File: src/rtl/demux2x5_buf_if.sv
// demux2x5_buf_if -- bundle of the producer and consumer signals of demux2x5_buf.
//
// Handshake rule (both the input side and each output channel): a word moves
// on a rising clock edge exactly when its valid and ready are both 1 in the
// cycle before that edge. in_ready depends only on in_sel and the selected
// channel's fill level, never on in_valid or out0/out1_ready.
//
// Signals:
//   in_valid, in_sel, in_data[4:0] : producer offers a word for channel in_sel
//   in_ready                        : block accepts the offered word
//   outX_valid, outX_data[4:0]      : channel X head word (data 0 when empty)
//   outX_ready                      : consumer takes channel X head
//   outX_cnt[CNT_W-1:0]             : words delivered on channel X (wrapping)
// Modports: master = producer/consumer side, slave = the demux block.
interface demux2x5_buf_if #(
    parameter int CNT_W = 8
);
    logic             in_valid;
    logic             in_ready;
    logic             in_sel;
    logic [4:0]       in_data;
    logic             out0_valid;
    logic             out0_ready;
    logic [4:0]       out0_data;
    logic [CNT_W-1:0] out0_cnt;
    logic             out1_valid;
    logic             out1_ready;
    logic [4:0]       out1_data;
    logic [CNT_W-1:0] out1_cnt;

    modport master (
        output in_valid, in_sel, in_data, out0_ready, out1_ready,
        input  in_ready, out0_valid, out0_data, out0_cnt,
               out1_valid, out1_data, out1_cnt
    );

    modport slave (
        input  in_valid, in_sel, in_data, out0_ready, out1_ready,
        output in_ready, out0_valid, out0_data, out0_cnt,
               out1_valid, out1_data, out1_cnt
    );
endinterface

File: src/rtl/demux2x5_buf.sv
// demux2x5_buf -- routes 5-bit words to one of two channels, each buffered by
// an independent 2-entry FIFO with a per-channel delivered-word counter.
//
// Ports:
//   clk  : rising-edge clock
//   clrn : asynchronous active-low clear of all state
//   bus  : demux2x5_buf_if.slave (input handshake, two output channels)
module demux2x5_buf #(
    parameter int CNT_W = 8
) (
    input  logic          clk,
    input  logic          clrn,
    demux2x5_buf_if.slave bus
);

    // Per-channel storage: entry 0 is always the head, entry 1 the second word.
    logic [4:0]       mem [2][2];
    logic [1:0]       occ [2];
    logic [CNT_W-1:0] cnt [2];
    logic [1:0]       push;
    logic [1:0]       pop;
    logic [1:0]       out_ready;

    assign out_ready = {bus.out1_ready, bus.out0_ready};

    // No pass-through: a full channel refuses even if its consumer is ready.
    assign bus.in_ready = (occ[bus.in_sel] != 2'd2);

    always_comb begin
        push    = 2'b00;
        pop     = 2'b00;
        push[0] = bus.in_valid && bus.in_ready && !bus.in_sel;
        push[1] = bus.in_valid && bus.in_ready &&  bus.in_sel;
        pop[0]  = (occ[0] != 2'd0) && out_ready[0];
        pop[1]  = (occ[1] != 2'd0) && out_ready[1];
    end

    always_ff @(posedge clk or negedge clrn) begin
        if (!clrn) begin
            for (int c = 0; c < 2; c++) begin
                occ[c]    <= '0;
                cnt[c]    <= '0;
                mem[c][0] <= '0;
                mem[c][1] <= '0;
            end
        end else begin
            for (int c = 0; c < 2; c++) begin
                if (pop[c]) begin
                    cnt[c] <= cnt[c] + CNT_W'(1);
                end
                case ({push[c], pop[c]})
                    2'b10: begin
                        // occ is 0 or 1 here, so its low bit is the free slot
                        mem[c][occ[c][0]] <= bus.in_data;
                        occ[c]            <= occ[c] + 2'd1;
                    end
                    2'b01: begin
                        mem[c][0] <= mem[c][1];
                        occ[c]    <= occ[c] - 2'd1;
                    end
                    2'b11: begin
                        // Only reachable at occupancy 1: new word replaces the head
                        mem[c][0] <= bus.in_data;
                    end
                    default: ;
                endcase
            end
        end
    end

    assign bus.out0_valid = (occ[0] != 2'd0);
    assign bus.out1_valid = (occ[1] != 2'd0);
    assign bus.out0_data  = (occ[0] != 2'd0) ? mem[0][0] : 5'b00000;
    assign bus.out1_data  = (occ[1] != 2'd0) ? mem[1][0] : 5'b00000;
    assign bus.out0_cnt   = cnt[0];
    assign bus.out1_cnt   = cnt[1];

endmodule

File: src/flat_wrapper.sv
// flat-port wrapper written by rule: the top's interface ports become plain ports
module demux2x5_buf_flat 
#(
    parameter int CNT_W = 8
)
  (clk, clrn, bus_in_valid, bus_in_sel, bus_in_data, bus_out0_ready, bus_out1_ready, bus_in_ready, bus_out0_valid, bus_out0_data, bus_out0_cnt, bus_out1_valid, bus_out1_data, bus_out1_cnt);
  demux2x5_buf_if #(.CNT_W(CNT_W)) bus_i ();
  input  logic clk;
  input  logic clrn;
  input wire logic [$bits(bus_i.in_valid)-1:0] bus_in_valid;
  input wire logic [$bits(bus_i.in_sel)-1:0] bus_in_sel;
  input wire logic [$bits(bus_i.in_data)-1:0] bus_in_data;
  input wire logic [$bits(bus_i.out0_ready)-1:0] bus_out0_ready;
  input wire logic [$bits(bus_i.out1_ready)-1:0] bus_out1_ready;
  output wire logic [$bits(bus_i.in_ready)-1:0] bus_in_ready;
  output wire logic [$bits(bus_i.out0_valid)-1:0] bus_out0_valid;
  output wire logic [$bits(bus_i.out0_data)-1:0] bus_out0_data;
  output wire logic [$bits(bus_i.out0_cnt)-1:0] bus_out0_cnt;
  output wire logic [$bits(bus_i.out1_valid)-1:0] bus_out1_valid;
  output wire logic [$bits(bus_i.out1_data)-1:0] bus_out1_data;
  output wire logic [$bits(bus_i.out1_cnt)-1:0] bus_out1_cnt;
  assign bus_i.in_valid = bus_in_valid;
  assign bus_i.in_sel = bus_in_sel;
  assign bus_i.in_data = bus_in_data;
  assign bus_i.out0_ready = bus_out0_ready;
  assign bus_i.out1_ready = bus_out1_ready;
  assign bus_in_ready = bus_i.in_ready;
  assign bus_out0_valid = bus_i.out0_valid;
  assign bus_out0_data = bus_i.out0_data;
  assign bus_out0_cnt = bus_i.out0_cnt;
  assign bus_out1_valid = bus_i.out1_valid;
  assign bus_out1_data = bus_i.out1_data;
  assign bus_out1_cnt = bus_i.out1_cnt;
  demux2x5_buf #(.CNT_W(CNT_W)) u_core (.clk(clk), .clrn(clrn), .bus(bus_i));
endmodule
File: config.mk
export PLATFORM = sky130hd
export DESIGN_NAME = demux2x5_buf_flat
export DESIGN_NICKNAME = d
export VERILOG_FILES = /design/src/rtl/demux2x5_buf_if.sv /design/src/rtl/demux2x5_buf.sv /design/src/flat_wrapper.sv
export SDC_FILE = /design/constraint.sdc
export NUM_CORES = 1
export LEC_CHECK = 0
export ABC_AREA = 1
export ABC_CLOCK_PERIOD_IN_PS = 1900
export CAP_MARGIN = 20
export CORE_MARGIN = 2
export CORE_UTILIZATION = 40
export CTS_CLUSTER_DIAMETER = 30
export DETAILED_ROUTE_END_ITERATION = 10
export HOLD_SLACK_MARGIN = 0.05
export PLACE_DENSITY = 0.62
export SYNTH_ARGS = -nofsm -noshare
export SYNTH_HDL_FRONTEND = slang
export SYNTH_SLANG_ARGS = --single-unit
File: constraint.sdc
create_clock -name clk -period 1.9 [get_ports clk]
set_input_delay 0.475 -clock clk [delete_from_list [all_inputs] [get_ports clk]]
set_output_delay 0.475 -clock clk [all_outputs]
set_load 0.02 [all_outputs]
==> flow_results.org <==
** Logic synthesis
- The Yosys step of the flow raised 0 warnings.
- The synthesized design spends more area on one cell type than any other, namely sky130_fd_sc_hd__dfrtp_1.
- Yosys attributes the largest share of cell area to sky130_fd_sc_hd__dfrtp_1 (44%), sky130_fd_sc_hd__nand2_1 (18%), sky130_fd_sc_hd__inv_1 (6.7%).
- In this run the cell area of the synthesized design comes to 2280 um^2.
- The number of nets in the synthesized netlist is 313.
- Syn Inst Count :: 292
- In this run the biggest area consumer among cell types represents 43.8% of the synthesized area.
- After Yosys synthesis, full adders, half adders and majority gates account for 5.48% of the synthesized area.
- Synth Area per Inst :: 7.82 um^2
- Simple-gate area share of the yosys netlist :: 33.4%
- Summing the areas of all xor and xnor instances in the mapped netlist gives 4.60% of the synthesized area.
- The synthesized netlist devotes 3.40% of its cell area to compound gates.
- After synthesis, the share of cell area in mux cells is 0%.
- Number of different library cells in the post-synthesis netlist :: 21
- Summing the sequential cell areas from Yosys gives 43.8% of the chip area.
- Synthesis inferred 40 register bits.
- After synthesis, the largest family of logic cells by area is simple AND/OR/NAND/NOR gates.

** Critical path
- Type of the setup path with the least slack :: flop to primary output
- The endpoint identified for the worst register-to-register timing path is u_core.occ[1].
- Max stage delay cell, worst path :: sky130_fd_sc_hd__dfrtp_2
- The worst register-to-register path has a depth of 8.
- Largest fanout on the critical path :: 7
- CP Launch Type :: flop
- In this run the critical register-to-register path is launched from u_core.occ[1].
- Flop-to-flop setup slack :: 0.20 ns
- Buffers and inverters on the worst path :: 2
- STA classifies the critical path endpoint as a primary output.
- At the worst endpoint, the required time is 1.42 ns.
- Worst stage delay on the critical path :: 0.47 ns
- STA puts the critical path data arrival time at 1.35 ns.
- Among cell families on the critical path, the largest total delay comes from flip-flops.
- Traced cell by cell, the critical path runs through nor2_8 -> inv_1 -> dlygate4sd2_1.

** Place
- At the end of routability-driven placement, the weighted congestion stood at 0.831.
- Input and output buffers added on the ports amount to 39.
- Summed over all nets, the half-perimeter wirelength after detailed placement is 3700 um.
- At the placement stage, the worst setup path has a slack of -0.329 ns.

** Routing
- After the first detailed-routing iteration, the DRC count stood at 86.
- Once detail routing completed, the nets flagged for antenna violations numbered 0.
- Detailed routing inserted a total of 1983 vias.
- In the routed layout, each cell is associated on average with a via count of 4.65.
- Detailed-route DRC error count :: 0
- Dividing the detail-routed wire length by the instance count gives 11.3 um.
- The first detailed-routing pass took 5 iterations.
- Wires add up to 4820 um.

** Clock tree
- Master cell of the clock root buffer :: sky130_fd_sc_hd__clkbuf_8
- Maximum count of clock buffers along a single path :: 2
- Hold repair after CTS inserted 0 buffers.
- After clock tree synthesis, the clock-pin slew on the worst setup and hold paths is 0.08 ns.
- At the later pin of the worst-skew pair, clock insertion delay measures 0.29 ns.
- TritonCTS built the clock tree.
- Buffers inserted during clock tree synthesis total 5.
- Clock tree synthesis found a total of 40 sinks.
- The H-tree generated during clock tree synthesis spans 2 levels.

** Power and ir drop
- Total power :: 4.68 mW
- The internal power of the cells totals 2.72 mW.
- For this design the total switching power over the nets is 1.96 mW.
- Per report_power, the combinational group accounts for 50.0% of the total.
- Sequential cells burn 33.8% of the power.
- Net switching is 41.9% of the power.
- The share of total power dissipated in the clock network is 16.2%.
- For this design the static power due to leakage is 1.57 nW.
- Power spread over the standard cell area amounts to 1570 nW/um^2.
- VDD sags by at most 0.000621 V.

** Global routing
- Wire length of the first global-routing pass :: 8500 um
- Overall Global Routing Usage :: 17.1%
- Initial antenna violation count :: 0
- Maximum number of pins on one net before global-route repair :: 21
- The number of global-route vias before repair is 1926.
- The total overflow left after global routing is 0.

** Floorplan
- DIE AREA :: 6330 um^2
- After floorplanning, the core was sized to cover 5510 um^2.
- Site row count :: 27
- Number of primary I/O pins :: 40
- Die width :: 79.6 um
- From bottom edge to top edge, the die measures 79.6 um.
- Initial Util :: 41.5%

** Finish
- At the end of the flow, the number of nets in the layout was 374.
- The repair_antennas step left the layout with diodes totalling 0.
- Share of final-layout standard cells stronger than drive strength 1 :: 13.8%
- Compared with the post-synthesis result, the final layout area differs by 30.2%.
- Post-route core utilization :: 54.0%

** STA
- Worst clock skew :: 0.00322 ns
- Total setup violations reported at the end of the flow :: 0
- The worst path needs 1.82 ns of the cycle, external delays included.
- In this run the tightest slew margin relative to its limit is 68.5%.
- For the pin with the worst max-slew slack, the measured transition is 0.472 ns.
- RSZ-0062 raised after global routing :: false
- Based on the critical path, the design can be clocked at up to 549 MHz.
- Post-route setup slack :: 0.0768 ns
- The final critical path takes up 96.0% of the cycle.
- Number of failing hold endpoints at the final stage :: 0
- The final count of pins violating max slew is 0.

** Min path
- The worst hold path belongs to the class input port to asynchronous set/reset pin.

** Job
- Max-cap violations in this run came to 0.

** Run status
- Outcome :: finished, final reports clean
[cells in the final DEF, fill, tap and decap left out, drive strengths merged]
master | synthesis | layout
clkdlybuf4s50 | 0 | 25
xnor2 | 4 | 4
nand2 | 112 | 112
dfrtp | 40 | 40
clkbuf | 0 | 7
nand4 | 4 | 4
buf | 4 | 21
ha | 10 | 10
inv | 44 | 44
nand3b | 1 | 1
o21ai | 11 | 11
bufinv | 0 | 1
dlygate4sd2 | 0 | 12
xor2 | 8 | 8
nor3 | 1 | 1
nand3 | 28 | 28
nor2 | 20 | 20
a21oi | 3 | 3
or2 | 2 | 2
[registers in the layout, indices dropped and copies added, names as in the netlist]
signal / flops
u_core.mem: 20
u_core.bus.out0_cnt: 8
u_core.bus.out1_cnt: 8
u_core.occ: 4
[repair_timing]
item	CTS	global route
pin swaps	0	2
gates resized for setup	18	4
setup endpoints to repair	13	4
setup buffers	0	1
[through the flow]
step / hold WS, ns / cells / instance area (um^2) / setup TNS (ns)
4_1_cts: 0.158 / 425 / 2970 / 0
2_1_floorplan: 0.179 / 292 / 2280 / 0
3_5_place_dp: 0.466 / 417 / 2850 / -2.32
5_1_grt: 0.176 / 426 / 2970 / 0
6_report: 0.136 / 426 / 2970 / 0
3_3_place_gp: 0.466 / 417 / 2850 / -1.86
[worst max path at each step]
stage                              from              to  slack (ns)  cells after the start
after floorplan           u_core.occ[2]   u_core.occ[3]        0.26                      8
after detailed placement     bus_in_sel    bus_in_ready       -0.33                      5
after global placement       bus_in_sel    bus_in_ready       -0.32                      5
after CTS                    bus_in_sel    bus_in_ready        0.01                      5
after global routing         bus_in_sel   u_core.occ[1]       0.006                      8
final                     u_core.occ[0]  bus_out1_valid        0.08                      3
[layer usage]
metal	vias to the layer above	routed length [um]	GRT usage (%)
met3	11	138	3.17
met2	34	2390	28.8
met4	0	111	6.90
li1	1018	-	-
met1	920	2180	21.4
met5	-	0	0
[area by class of cell]
cell class	count	area, um^2
clock inverters	1	30.0
flip-flops and latches	40	1000
well taps	72	90.1
multi-input cells	204	1080
fillers	563	2530
repair buffers	58	508
clock buffers	7	96.3
inverters	44	168
[power by group through the flow]
| stage | logic (mW) | clock network, mW | registers [mW] |
|---|---|---|---|
| 3_5_place_dp | 2.43 | 0 | 1.59 |
| 5_1_grt | 2.63 | 0.805 | 1.65 |
| 4_1_cts | 2.36 | 0.780 | 1.59 |
| 6_report | 2.34 | 0.757 | 1.58 |
| 2_1_floorplan | 1.43 | 0 | 1.66 |
| 3_3_place_gp | 2.39 | 0 | 1.59 |
[synthesized netlist by cell type (all sizes together)]
library cell and n:
xor2 8, nand4 4, o21ai 11, dfrtp 40, nand2 112, buf 4
nor2 20, xnor2 4, inv 44, nor3 1, a21oi 3, ha 10
or2 2, nand3b 1, nand3 28
[cells by family (layout without fill, tap and decap cells)]
kind of cell,Yosys count,after routing
buffers and inverters,48,110
adder cells (fa/ha/maj),10,10
AO/OA/AOI/OAI,14,14
flip-flops,40,40
AND/OR/NAND/NOR,168,168
XOR/XNOR,12,12
No activity file was read; power rests on OpenSTA's default activity.
